[config.mk]
export PLATFORM = sky130hd
export DESIGN_NAME = lpc_frame_dma_ctrl_flat
export DESIGN_NICKNAME = d
export VERILOG_FILES = /design/src/rtl/lpc_frame_dma_ctrl_pkg.sv /design/src/rtl/lpc_frame_dma_ctrl_if.sv /design/src/rtl/lpc_frame_dma_ctrl_fifo.sv /design/src/rtl/lpc_frame_dma_ctrl.sv /design/src/flat_wrapper.sv
export SDC_FILE = /design/constraint.sdc
export NUM_CORES = 1
export LEC_CHECK = 0
export BUFFER_PORTS_ARGS = -buffer_cell sky130_fd_sc_hd__buf_2
export CORE_ASPECT_RATIO = 2
export CORE_MARGIN = 5
export CORE_UTILIZATION = 63
export DETAILED_ROUTE_END_ITERATION = 10
export GPL_TIMING_DRIVEN = 0
export PLACE_DENSITY = 0.89
export SETUP_SLACK_MARGIN = 0.3
export SLEW_MARGIN = 25
export SYNTH_ARGS = -nofsm -noshare
export SYNTH_HDL_FRONTEND = slang
export SYNTH_SLANG_ARGS = --single-unit
[constraint.sdc]
create_clock -name clk_clk -period 5.43 [get_ports clk_clk]
set_input_delay 0.543 -clock clk_clk [delete_from_list [all_inputs] [get_ports clk_clk]]
set_output_delay 0.543 -clock clk_clk [all_outputs]
set_load 0.02 [all_outputs]
[src/rtl/lpc_frame_dma_ctrl_pkg.sv]
// Shared types and constants for the LPC frame DMA sequencer.
package lpc_dma_pkg;

  typedef enum logic [2:0] {
    IDLE,
    LAUNCH,
    STREAM,
    DRAIN,
    DONE,
    ERR
  } state_t;

  localparam int DEFAULT_DATA_W   = 16;
  localparam int BYTES_PER_SAMPLE = 2;
  // Sample count to byte count is a left shift by log2(BYTES_PER_SAMPLE).
  localparam int LEN_SHIFT        = $clog2(BYTES_PER_SAMPLE);

endpackage

[src/rtl/lpc_frame_dma_ctrl_if.sv]
// Streaming handshake between the DMA sequencer and the LPC algorithm core.
interface lpc_frame_dma_ctrl_if
  import lpc_dma_pkg::*;
#(
  parameter int DATA_W = DEFAULT_DATA_W
);
  logic              alg_in_valid;
  logic [DATA_W-1:0] alg_in_data;
  logic              alg_in_ready;
  logic              alg_out_valid;
  logic [DATA_W-1:0] alg_out_data;
  logic              alg_out_ready;

  modport master (
    output alg_in_valid, alg_in_data, alg_out_ready,
    input  alg_in_ready, alg_out_valid, alg_out_data
  );

  modport slave (
    input  alg_in_valid, alg_in_data, alg_out_ready,
    output alg_in_ready, alg_out_valid, alg_out_data
  );
endinterface

[src/rtl/lpc_frame_dma_ctrl_fifo.sv]
// Synchronous FIFO built on a flop array; the head word is always presented on dout.
module lpc_sync_fifo
  import lpc_dma_pkg::*;
#(
  parameter int DATA_W = DEFAULT_DATA_W,
  parameter int DEPTH  = 16
) (
  input  logic              clk,
  input  logic              rst_n,
  input  logic              clr,
  input  logic              push,
  input  logic [DATA_W-1:0] din,
  input  logic              pop,
  output logic [DATA_W-1:0] dout,
  output logic              full,
  output logic              empty
);
  localparam int PTR_W = $clog2(DEPTH);

  logic [DATA_W-1:0] mem [DEPTH];
  logic [PTR_W-1:0]  wr_ptr;
  logic [PTR_W-1:0]  rd_ptr;
  logic [PTR_W:0]    count;
  logic              do_push;
  logic              do_pop;

  // A push into a full FIFO is only taken when the same cycle frees a slot.
  assign do_pop  = pop && !empty;
  assign do_push = push && (!full || do_pop);
  assign full    = (count == (PTR_W+1)'(DEPTH));
  assign empty   = (count == '0);
  assign dout    = mem[rd_ptr];

  always_ff @(posedge clk or negedge rst_n) begin
    if (!rst_n) begin
      wr_ptr <= '0;
      rd_ptr <= '0;
      count  <= '0;
      for (int i = 0; i < DEPTH; i++) mem[i] <= '0;
    end else if (clr) begin
      wr_ptr <= '0;
      rd_ptr <= '0;
      count  <= '0;
    end else begin
      if (do_push) begin
        mem[wr_ptr] <= din;
        wr_ptr      <= wr_ptr + 1'b1;
      end
      if (do_pop) rd_ptr <= rd_ptr + 1'b1;
      case ({do_push, do_pop})
        2'b10:   count <= count + 1'b1;
        2'b01:   count <= count - 1'b1;
        default: count <= count;
      endcase
    end
  end
endmodule

[src/rtl/lpc_frame_dma_ctrl.sv]
// Frame sequencer: launches the DDR3 read/write masters and streams one frame
// read-master -> algorithm -> output FIFO -> write-master.
module lpc_frame_dma_ctrl
  import lpc_dma_pkg::*;
#(
  parameter int DATA_W      = DEFAULT_DATA_W,
  parameter int ADDR_W      = 32,
  parameter int OFIFO_DEPTH = 16
) (
  input  logic              clk_clk,
  input  logic              reset_reset_n,
  input  logic              cmd_start,
  input  logic [ADDR_W-1:0] cmd_src_base,
  input  logic [ADDR_W-1:0] cmd_dst_base,
  input  logic [ADDR_W-1:0] cmd_num_samples,
  output logic              cmd_busy,
  output logic              cmd_done,
  output logic              cmd_error,
  output logic              algorithm_run,
  output logic              rm_fixed_location,
  output logic              wm_fixed_location,
  output logic [ADDR_W-1:0] rm_read_base,
  output logic [ADDR_W-1:0] wm_write_base,
  output logic [ADDR_W-1:0] rm_read_length,
  output logic [ADDR_W-1:0] wm_write_length,
  output logic              rm_go,
  output logic              wm_go,
  input  logic              rm_done,
  input  logic              wm_done,
  input  logic              rm_data_available,
  input  logic [DATA_W-1:0] rm_buffer_output_data,
  output logic              rm_read_buffer,
  input  logic              wm_buffer_full,
  output logic              wm_write_buffer,
  output logic [DATA_W-1:0] wm_buffer_input_data,
  lpc_frame_dma_ctrl_if.master alg
);
  state_t            state;
  logic [ADDR_W-1:0] num_samples;
  logic [ADDR_W-1:0] in_cnt;
  logic [ADDR_W-1:0] out_cnt;
  logic              rm_done_seen;
  logic              wm_done_seen;
  logic              in_stream;
  logic              start_ok;
  logic              bad_cmd;
  logic              ofifo_full;
  logic              ofifo_empty;
  logic              ofifo_push;

  assign rm_fixed_location = 1'b0;
  assign wm_fixed_location = 1'b0;
  assign in_stream         = (state == STREAM);
  assign start_ok          = (state == IDLE) && cmd_start;
  assign bad_cmd           = (cmd_num_samples == '0) || cmd_num_samples[ADDR_W-1] ||
                             cmd_src_base[0] || cmd_dst_base[0];

  // Datapath handshakes are combinational but gated so nothing moves outside STREAM.
  assign alg.alg_in_valid  = in_stream && rm_data_available && (in_cnt < num_samples);
  assign alg.alg_in_data   = in_stream ? rm_buffer_output_data : '0;
  assign rm_read_buffer    = alg.alg_in_valid && alg.alg_in_ready;
  assign alg.alg_out_ready = in_stream && !ofifo_full;
  assign ofifo_push        = alg.alg_out_valid && alg.alg_out_ready;
  assign wm_write_buffer   = in_stream && !ofifo_empty && !wm_buffer_full;

  lpc_sync_fifo #(
    .DATA_W (DATA_W),
    .DEPTH  (OFIFO_DEPTH)
  ) u_ofifo (
    .clk   (clk_clk),
    .rst_n (reset_reset_n),
    .clr   (start_ok),
    .push  (ofifo_push),
    .din   (alg.alg_out_data),
    .pop   (wm_write_buffer),
    .dout  (wm_buffer_input_data),
    .full  (ofifo_full),
    .empty (ofifo_empty)
  );

  always_ff @(posedge clk_clk or negedge reset_reset_n) begin
    if (!reset_reset_n) begin
      state           <= IDLE;
      num_samples     <= '0;
      in_cnt          <= '0;
      out_cnt         <= '0;
      rm_done_seen    <= 1'b0;
      wm_done_seen    <= 1'b0;
      cmd_busy        <= 1'b0;
      cmd_done        <= 1'b0;
      cmd_error       <= 1'b0;
      algorithm_run   <= 1'b0;
      rm_go           <= 1'b0;
      wm_go           <= 1'b0;
      rm_read_base    <= '0;
      wm_write_base   <= '0;
      rm_read_length  <= '0;
      wm_write_length <= '0;
    end else begin
      rm_go     <= 1'b0;
      wm_go     <= 1'b0;
      cmd_done  <= 1'b0;
      cmd_error <= 1'b0;
      if (rm_read_buffer)  in_cnt  <= in_cnt + 1'b1;
      if (wm_write_buffer) out_cnt <= out_cnt + 1'b1;
      // Master completions may arrive before the last write; keep them sticky.
      if (state inside {STREAM, DRAIN}) begin
        if (rm_done) rm_done_seen <= 1'b1;
        if (wm_done) wm_done_seen <= 1'b1;
      end
      case (state)
        IDLE: begin
          if (cmd_start) begin
            num_samples     <= cmd_num_samples;
            rm_read_base    <= cmd_src_base;
            wm_write_base   <= cmd_dst_base;
            rm_read_length  <= cmd_num_samples << LEN_SHIFT;
            wm_write_length <= cmd_num_samples << LEN_SHIFT;
            in_cnt          <= '0;
            out_cnt         <= '0;
            rm_done_seen    <= 1'b0;
            wm_done_seen    <= 1'b0;
            cmd_busy        <= 1'b1;
            if (bad_cmd) begin
              state     <= ERR;
              cmd_error <= 1'b1;
            end else begin
              state <= LAUNCH;
              rm_go <= 1'b1;
              wm_go <= 1'b1;
            end
          end
        end
        LAUNCH: begin
          state         <= STREAM;
          algorithm_run <= 1'b1;
        end
        STREAM: begin
          if ((out_cnt == num_samples) ||
              (wm_write_buffer && ((out_cnt + 1'b1) == num_samples))) begin
            state         <= DRAIN;
            algorithm_run <= 1'b0;
          end
        end
        DRAIN: begin
          if ((rm_done_seen || rm_done) && (wm_done_seen || wm_done)) begin
            state    <= DONE;
            cmd_done <= 1'b1;
          end
        end
        DONE, ERR: begin
          state    <= IDLE;
          cmd_busy <= 1'b0;
        end
        default: state <= IDLE;
      endcase
    end
  end
endmodule

[src/flat_wrapper.sv]
// flat-port wrapper written by rule: the top's interface ports become plain ports
module lpc_frame_dma_ctrl_flat import lpc_dma_pkg::*;
#(
  parameter int DATA_W      = DEFAULT_DATA_W,
  parameter int ADDR_W      = 32,
  parameter int OFIFO_DEPTH = 16
)
  (clk_clk, reset_reset_n, cmd_start, cmd_src_base, cmd_dst_base, cmd_num_samples, cmd_busy, cmd_done, cmd_error, algorithm_run, rm_fixed_location, wm_fixed_location, rm_read_base, wm_write_base, rm_read_length, wm_write_length, rm_go, wm_go, rm_done, wm_done, rm_data_available, rm_buffer_output_data, rm_read_buffer, wm_buffer_full, wm_write_buffer, wm_buffer_input_data, alg_alg_in_valid, alg_alg_in_data, alg_alg_out_ready, alg_alg_in_ready, alg_alg_out_valid, alg_alg_out_data);
  lpc_frame_dma_ctrl_if #(.DATA_W(DATA_W)) alg_i ();
  input  logic clk_clk;
  input  logic reset_reset_n;
  input  logic cmd_start;
  input  logic [ADDR_W-1:0] cmd_src_base;
  input  logic [ADDR_W-1:0] cmd_dst_base;
  input  logic [ADDR_W-1:0] cmd_num_samples;
  output logic cmd_busy;
  output logic cmd_done;
  output logic cmd_error;
  output logic algorithm_run;
  output logic rm_fixed_location;
  output logic wm_fixed_location;
  output logic [ADDR_W-1:0] rm_read_base;
  output logic [ADDR_W-1:0] wm_write_base;
  output logic [ADDR_W-1:0] rm_read_length;
  output logic [ADDR_W-1:0] wm_write_length;
  output logic rm_go;
  output logic wm_go;
  input  logic rm_done;
  input  logic wm_done;
  input  logic rm_data_available;
  input  logic [DATA_W-1:0] rm_buffer_output_data;
  output logic rm_read_buffer;
  input  logic wm_buffer_full;
  output logic wm_write_buffer;
  output logic [DATA_W-1:0] wm_buffer_input_data;
  output wire logic [$bits(alg_i.alg_in_valid)-1:0] alg_alg_in_valid;
  output wire logic [$bits(alg_i.alg_in_data)-1:0] alg_alg_in_data;
  output wire logic [$bits(alg_i.alg_out_ready)-1:0] alg_alg_out_ready;
  input wire logic [$bits(alg_i.alg_in_ready)-1:0] alg_alg_in_ready;
  input wire logic [$bits(alg_i.alg_out_valid)-1:0] alg_alg_out_valid;
  input wire logic [$bits(alg_i.alg_out_data)-1:0] alg_alg_out_data;
  assign alg_alg_in_valid = alg_i.alg_in_valid;
  assign alg_alg_in_data = alg_i.alg_in_data;
  assign alg_alg_out_ready = alg_i.alg_out_ready;
  assign alg_i.alg_in_ready = alg_alg_in_ready;
  assign alg_i.alg_out_valid = alg_alg_out_valid;
  assign alg_i.alg_out_data = alg_alg_out_data;
  lpc_frame_dma_ctrl #(.DATA_W(DATA_W), .ADDR_W(ADDR_W), .OFIFO_DEPTH(OFIFO_DEPTH)) u_core (.clk_clk(clk_clk), .reset_reset_n(reset_reset_n), .cmd_start(cmd_start), .cmd_src_base(cmd_src_base), .cmd_dst_base(cmd_dst_base), .cmd_num_samples(cmd_num_samples), .cmd_busy(cmd_busy), .cmd_done(cmd_done), .cmd_error(cmd_error), .algorithm_run(algorithm_run), .rm_fixed_location(rm_fixed_location), .wm_fixed_location(wm_fixed_location), .rm_read_base(rm_read_base), .wm_write_base(wm_write_base), .rm_read_length(rm_read_length), .wm_write_length(wm_write_length), .rm_go(rm_go), .wm_go(wm_go), .rm_done(rm_done), .wm_done(wm_done), .rm_data_available(rm_data_available), .rm_buffer_output_data(rm_buffer_output_data), .rm_read_buffer(rm_read_buffer), .wm_buffer_full(wm_buffer_full), .wm_write_buffer(wm_write_buffer), .wm_buffer_input_data(wm_buffer_input_data), .alg(alg_i));
endmodule
# Yosys cells after proc, flatten, opt, wreduce, memory -nomap -nowiden
# Cells that the tools add are included.
# Widths: inputs -> output; s select.
# op_classes
addsub	6
magnitude_cmp	4
eq_ne	13
muxes	44
bitwise_logic	3
n_reduce_logical	38
# ops
cell	count
$bwmux 256	1
$mux 32	6
$add 32x1->32 const B	2
$bmux 16 s4	1
$demux 16 s4	1
$eq 32x32->1	2
$mux 16	4
$logic_not 32->1	1
$lt 32x32->1	1
$mux 1	18
$mux 4	4
$logic_and 1x1->1	13
$mux 3	4
$pmux 3 s4	1
$ge 5x5->1 const B	2
$not 4->5	2
$pmux 5 s2	1
$reduce_bool 2->1	5
$add 4x1->4 const B	2
$reduce_and 2->1	4
$logic_or 1x1->1	7
$eq 3x2->1 const B	2
$eq 3x3->1 const B	2
$ne 2x2->1 const B	3
other kinds (16)	19
# word_totals
regBits	470
output_inout_bits	172
elab_cells	141

# Longest topological paths before layout
# depth
ltp_word	10
ltp_mapped	16
ltp_nobuf	13

# Modules after synthesis
# From an unflattened synthesis, not the netlist that was laid out.
# hier_totals
hier_cells	1949
area_unflattened_um2	22331.4
# modules_own_cells
mod	instances	cells_per_inst	area_per_inst_um2
lpc_sync_fifo	1	812	12514.5
lpc_frame_dma_ctrl	1	1137	9816.9

# Worst setup path before layout
# Ideal clock, no wire load.
# synth_timing
path_kind	reg2reg
from	register u_core.state[2]
to	register u_core.u_ofifo.count[4]
setup_ps	78
arrival_time_ps	3497
required_time_ps	5352
path_slack_ps	1855
path_stages_with_launch	16
cell_sequence	dfrtp_1 > or3b_2 > a211o_1 > inv_1 > clkbuf_1 > clkbuf_1 > ha_1 > clkbuf_1 > xor2_1 > ha_1 > o21ai_0 > a21oi_1 > a21oi_1 > xor2_1 > or3_1 > a21oi_1
# synth_between
elab_chain_len	9
# synth_lines
item	line_no	text
start: declaration	lpc_frame_dma_ctrl.sv:38	state_t state;
start signal: assignment	lpc_frame_dma_ctrl.sv:83	state <= IDLE;
start signal: assignment	lpc_frame_dma_ctrl.sv:125	state <= ERR;
start signal: assignment	lpc_frame_dma_ctrl.sv:128	state <= LAUNCH;
$eq 3x2->1	lpc_frame_dma_ctrl.sv:53	assign in_stream = (state == STREAM);
$logic_and 1x1->1 (2 in series)	lpc_frame_dma_ctrl.sv:64	assign wm_write_buffer = in_stream && !ofifo_empty && !wm_buffer_full;
$logic_and 1x1->1	lpc_frame_dma_ctrl_fifo.sv:28	assign do_pop = pop && !empty;
$logic_or 1x1->1	lpc_frame_dma_ctrl_fifo.sv:29	assign do_push = push && (!full || do_pop);
$logic_and 1x1->1	lpc_frame_dma_ctrl_fifo.sv:29	
$eq 2x1->1 or $eq 2x2->1 (tied branches)	lpc_frame_dma_ctrl_fifo.sv:50	case ({do_push, do_pop})
$pmux 5 s2	lpc_frame_dma_ctrl_fifo.sv:50	
$mux 5	lpc_frame_dma_ctrl_fifo.sv:40	end else if (clr) begin
end signal: assignment	lpc_frame_dma_ctrl_fifo.sv:51	2'b10: count <= count + 1'b1;
end signal: assignment	lpc_frame_dma_ctrl_fifo.sv:52	2'b01: count <= count - 1'b1;
end signal: assignment	lpc_frame_dma_ctrl_fifo.sv:53	default: count <= count;
end: declaration	lpc_frame_dma_ctrl_fifo.sv:23	logic [PTR_W:0] count;
# Several ways; a longest one is shown, not always the timed one.
# A chain may end at the register's enable or synchronous reset.

# Worst setup path in the final report
# layout_timing
from	register u_core.u_ofifo.rd_ptr[0]
to	output port wm_buffer_input_data[10]
# layout_between
elab_chain_len	4
# layout_lines
item	line_no	text
start: declaration	lpc_frame_dma_ctrl_fifo.sv:22	logic [PTR_W-1:0] rd_ptr;
start signal: assignment	lpc_frame_dma_ctrl_fifo.sv:49	if (do_pop) rd_ptr <= rd_ptr + 1'b1;
$not 4->5 (not written as such)	lpc_frame_dma_ctrl_fifo.sv:32	assign dout = mem[rd_ptr];
$bmux 16 s4	lpc_frame_dma_ctrl_fifo.sv:32	
$mux 16 (not written as such) (2 in series)	lpc_frame_dma_ctrl_fifo.sv:32	
end: declaration	flat_wrapper.sv:35	output logic [DATA_W-1:0] wm_buffer_input_data;
# Every way passes these cells. The select of a mux whose other input is x is not followed.

==> results.toml <==
[outcome]
status = "complete, no violations"

[critical_path]
crit_path_max_fanout = 10
crit_chain = "clkbuf_1, clkbuf_1, buf_1, mux2i_1, a221oi_1, o21ai_0, nand2_1, buf_2"
cpPeakStageDelay_ns = 1.02
cpMaxStageDelayCell = "a221oi_1"
critPathBufInv = 4
worstSetupStartpoint = "u_core.u_ofifo.rd_ptr[0]$_DFFE_PN0P_"
path_class = "reg2out"
worstPathRequired_ns = 4.89
reg2reg_from = "u_core.state[1]$_DFFE_PN0P_"
cp_common_cell = "clkbuf_1"
endpoint_kind = "output port"
arrival_ns = 4.40
crit_family = "buffers and inverters"
cp-start-kind = "flop"

[sta]
finalSetupViolations = 0
fin_crit_sh_pct = 91.0
finalMaxSlewViolations = 0
clock.fmax_mhz = 202
slew_headroom_pct = 19.8
rsz0062_at_grt = "no"
finalHoldViolCount = 0
timing.hold.ws_ns = 0.178
clock-skew-final_ns = 0.0197
worst_pin_slew_ns = 1.20
fin_crit_ns = 4.94

[route]
drc = 0
num_vias = 17800
drtPass1Iterations = 6
viasPerCell = 6.22
route.antenna.remaining_nets = 0
wl_per_cell_um = 25.2
drt_iter0_drc = 1381
wirelength_um = 72200

[place]
hpwlAfterDp_um = 53700
gp_congestion = 0.979
port-buffer-count = 304

[pwr]
leakagePower_uw = 0.0128
vdd_drop_max_mv = 0.418
power_per_cell_area_mw_per_mm2 = 484
swShare_pct = 39.7
p_seq_share_pct = 37.3
switchingPower_uw = 4990
clock_power_share_pct = 23.4
power_uw = 12600
p_int_uw = 7570
p_comb_share_pct = 39.2

[yosys]
yosysWarnings = 0
async_flop_share_pct = 100
synthFlopType = "dfrtp_1"
synthCells = 2039
seq_area_frac_synth_pct = 49.2
ys_ff_latch = 439
synth_cell_type_count = 74
synth_edf_count = 0
syn_area_per_cell_um2 = 10.9
synth_area_mm2 = 0.0223

[worst_hold_path]
min_from = "cmd_src_base[27]"
hold_class = "in2reg"

[floorplanning]
pin_count = 309
num_rows = 97
die_area_mm2 = 0.0395
core_area_mm2 = 0.0351
die_x_um = 143
start_util_pct = 63.6
die_y_um = 276

[global_route]
antenna_found_initial = 1
grt_max_degree = 100
track_usage_pct = 36.4
grt_pass1_vias = 19000
grt_remaining_overflow = 0
grt_pass1_wl_um = 110000

[finish]
synthToLayoutAreaGrowth_pct = 16.2
finalNetCount = 2574
layout-drive-gt1-share_pct = 32.8

[clock_network]
tritoncts = "yes"
cts_buffers = 39
post_cts_buffers = 0
h-tree-depth = 2
clk_latency_ns = 0.55
clock-root-buffer = "clkbuf_16"
cts_buffer_depth = 3
cts.clk_slew.worst_paths_ns = 0.07
cts.sinks = 439

[job]
maxCapViolations = 0
## area by class of cell
cell class	instances	area (um2)
inverters	51	191
well taps	445	557
clock buffers	54	1130
clock inverters	12	206
fillers	2319	9140
flip-flops and latches	439	11000
multi-input cells	1359	10000
repair buffers	312	1690
diodes	1	2.50
plain buffers	193	1130
## state kept, by name, indices dropped and copies added, names as in the netlist, 3 cells and up
register	count
u_core.u_ofifo.wr_ptr	4
u_core.u_ofifo.mem	256
u_core.num_samples	32
u_core.in_cnt	32
u_core.u_ofifo.count	5
u_core.u_ofifo.rd_ptr	4
u_core.rm_read_base	32
u_core.state	3
u_core.out_cnt	32
u_core.wm_write_base	32
## cell usage in the layout, fill, tap and decap left out, types with 8 or more instances in the layout
cell type and instances:
and3_1 25, o31ai_1 9, mux2_2 267, clkbuf_8 14, o21ai_0 99, a221oi_1 18
a21o_1 10, and2_1 8, a22oi_1 18, buf_2 326, dfrtp_1 439, nor3_1 15
inv_1 51, buf_4 71, ha_1 42, nand4_1 38, clkbuf_1 89, mux2i_1 61
or3_1 18, a21oi_1 61, nor2_1 98, clkbuf_16 40, nand2_1 318, xor2_1 47
mux4_2 32, nand3_1 33, nor4_1 18, xnor2_1 38
## worst register-to-register path, cell delays in order (launching register included)
cell and delay, ns:
dfrtp_1 0.44, or3b_2 0.48, a211o_1 0.33, inv_1 0.12, clkbuf_1 0.61, clkbuf_1 0.67
ha_1 0.30, clkbuf_1 0.29, xor2_1 0.19, ha_1 0.20, o21ai_0 0.09, a21oi_1 0.20
a21oi_1 0.11, xor2_1 0.15, or3_1 0.31, a21oi_1 0.15
## cells in the mapped netlist (9+ instances only)
library cell,number,share of area (%)
a21o_1,10,0.34
nand3_1,33,0.74
nand4_1,38,1.1
o21ai_0,99,2.2
ha_1,42,2.4
nand2_1,318,5.3
mux4_2,32,3.2
nor4_1,20,0.56
nor2_1,98,1.6
xnor2_1,38,1.5
a221oi_1,18,0.71
buf_4,71,2.4
nor3_1,15,0.34
dfrtp_1,439,49
o31ai_1,9,0.30
mux2i_1,61,2.7
inv_1,51,0.86
mux2_2,267,13
or3_1,18,0.50
buf_2,19,0.43
xor2_1,47,1.8
clkbuf_1,83,1.4
a21oi_1,61,1.4
and3_1,25,0.70
a22oi_1,18,0.61
## worst paths after layout
path | endpoint | slack, ns | cells past startpoint
max in group asynchronous | u_core.u_ofifo.mem[40]$_DFFE_PN0P_ | 3.59 | 4
worst max register to register | u_core.u_ofifo.count[4]$_DFFE_PN0P_ | 0.71 | 15
worst max-delay path | wm_buffer_input_data[10] | 0.49 | 8
min in group asynchronous | u_core.u_ofifo.mem[224]$_DFFE_PN0P_ | 0.52 | 2
worst min register to register | u_core.rm_read_base[14]$_DFFE_PN0P_ | 0.47 | 2
worst min-delay path | u_core.rm_read_base[27]$_DFFE_PN0P_ | 0.18 | 3
## metal layers
layer / wire length, um / up-vias / share of wire [%] / track usage, %
met5: 0 / - / 0 / 0
met4: 7540 / 0 / 10 / 30.8
met3: 4620 / 373 / 6.4 / 6.16
met2: 37600 / 962 / 52 / 63.5
met1: 22500 / 8713 / 31 / 36.5
li1: - / 7768 / - / -
## power by group through the flow
stage               sequential, uW  combinational, uW  clock, uW
floorplan                     4680               2950          0
global placement              4630               4720          0
detailed placement            4700               4870          0
CTS                           4660               4930       2960
global route                  4730               5280       3090
finish                        4690               4930       2940
## stage by stage
step | cell area, um2 | std cells | util [%] | setup slack [ns] | TNS (ns)
after floorplan | 22300 | 2042 | - | 1.85 | 0
after global placement | 24400 | 2791 | 69.6 | -4.43 | -1919.57
after detailed placement | 24600 | 2796 | 70.1 | 0.786 | 0
after CTS | 25900 | 2863 | 73.9 | 0.729 | 0
after global routing | 25900 | 2866 | 74.0 | 0.484 | 0
final | 25900 | 2866 | 74.0 | 0.488 | 0
## what timing repair did
item / CTS / global route
hold buffers: 1 / 0
resized for setup: 0 / 0
endpoints found under the setup margin: 0 / 0
endpoints found under the hold margin: 55 / 0
## cell families after synthesis
group / count (synthesis) / share of synthesized area (%)
other: 1 / 0.0168
buffers and inverters: 244 / 5.91
adder cells (fa/ha/maj): 42 / 2.35
XOR/XNOR: 85 / 3.33
AO/OA/AOI/OAI: 253 / 7.00
multiplexers: 360 / 19.4
AND/OR/NAND/NOR: 615 / 12.7
flip-flops: 439 / 49.2
No activity file was read; power rests on OpenSTA's default activity.
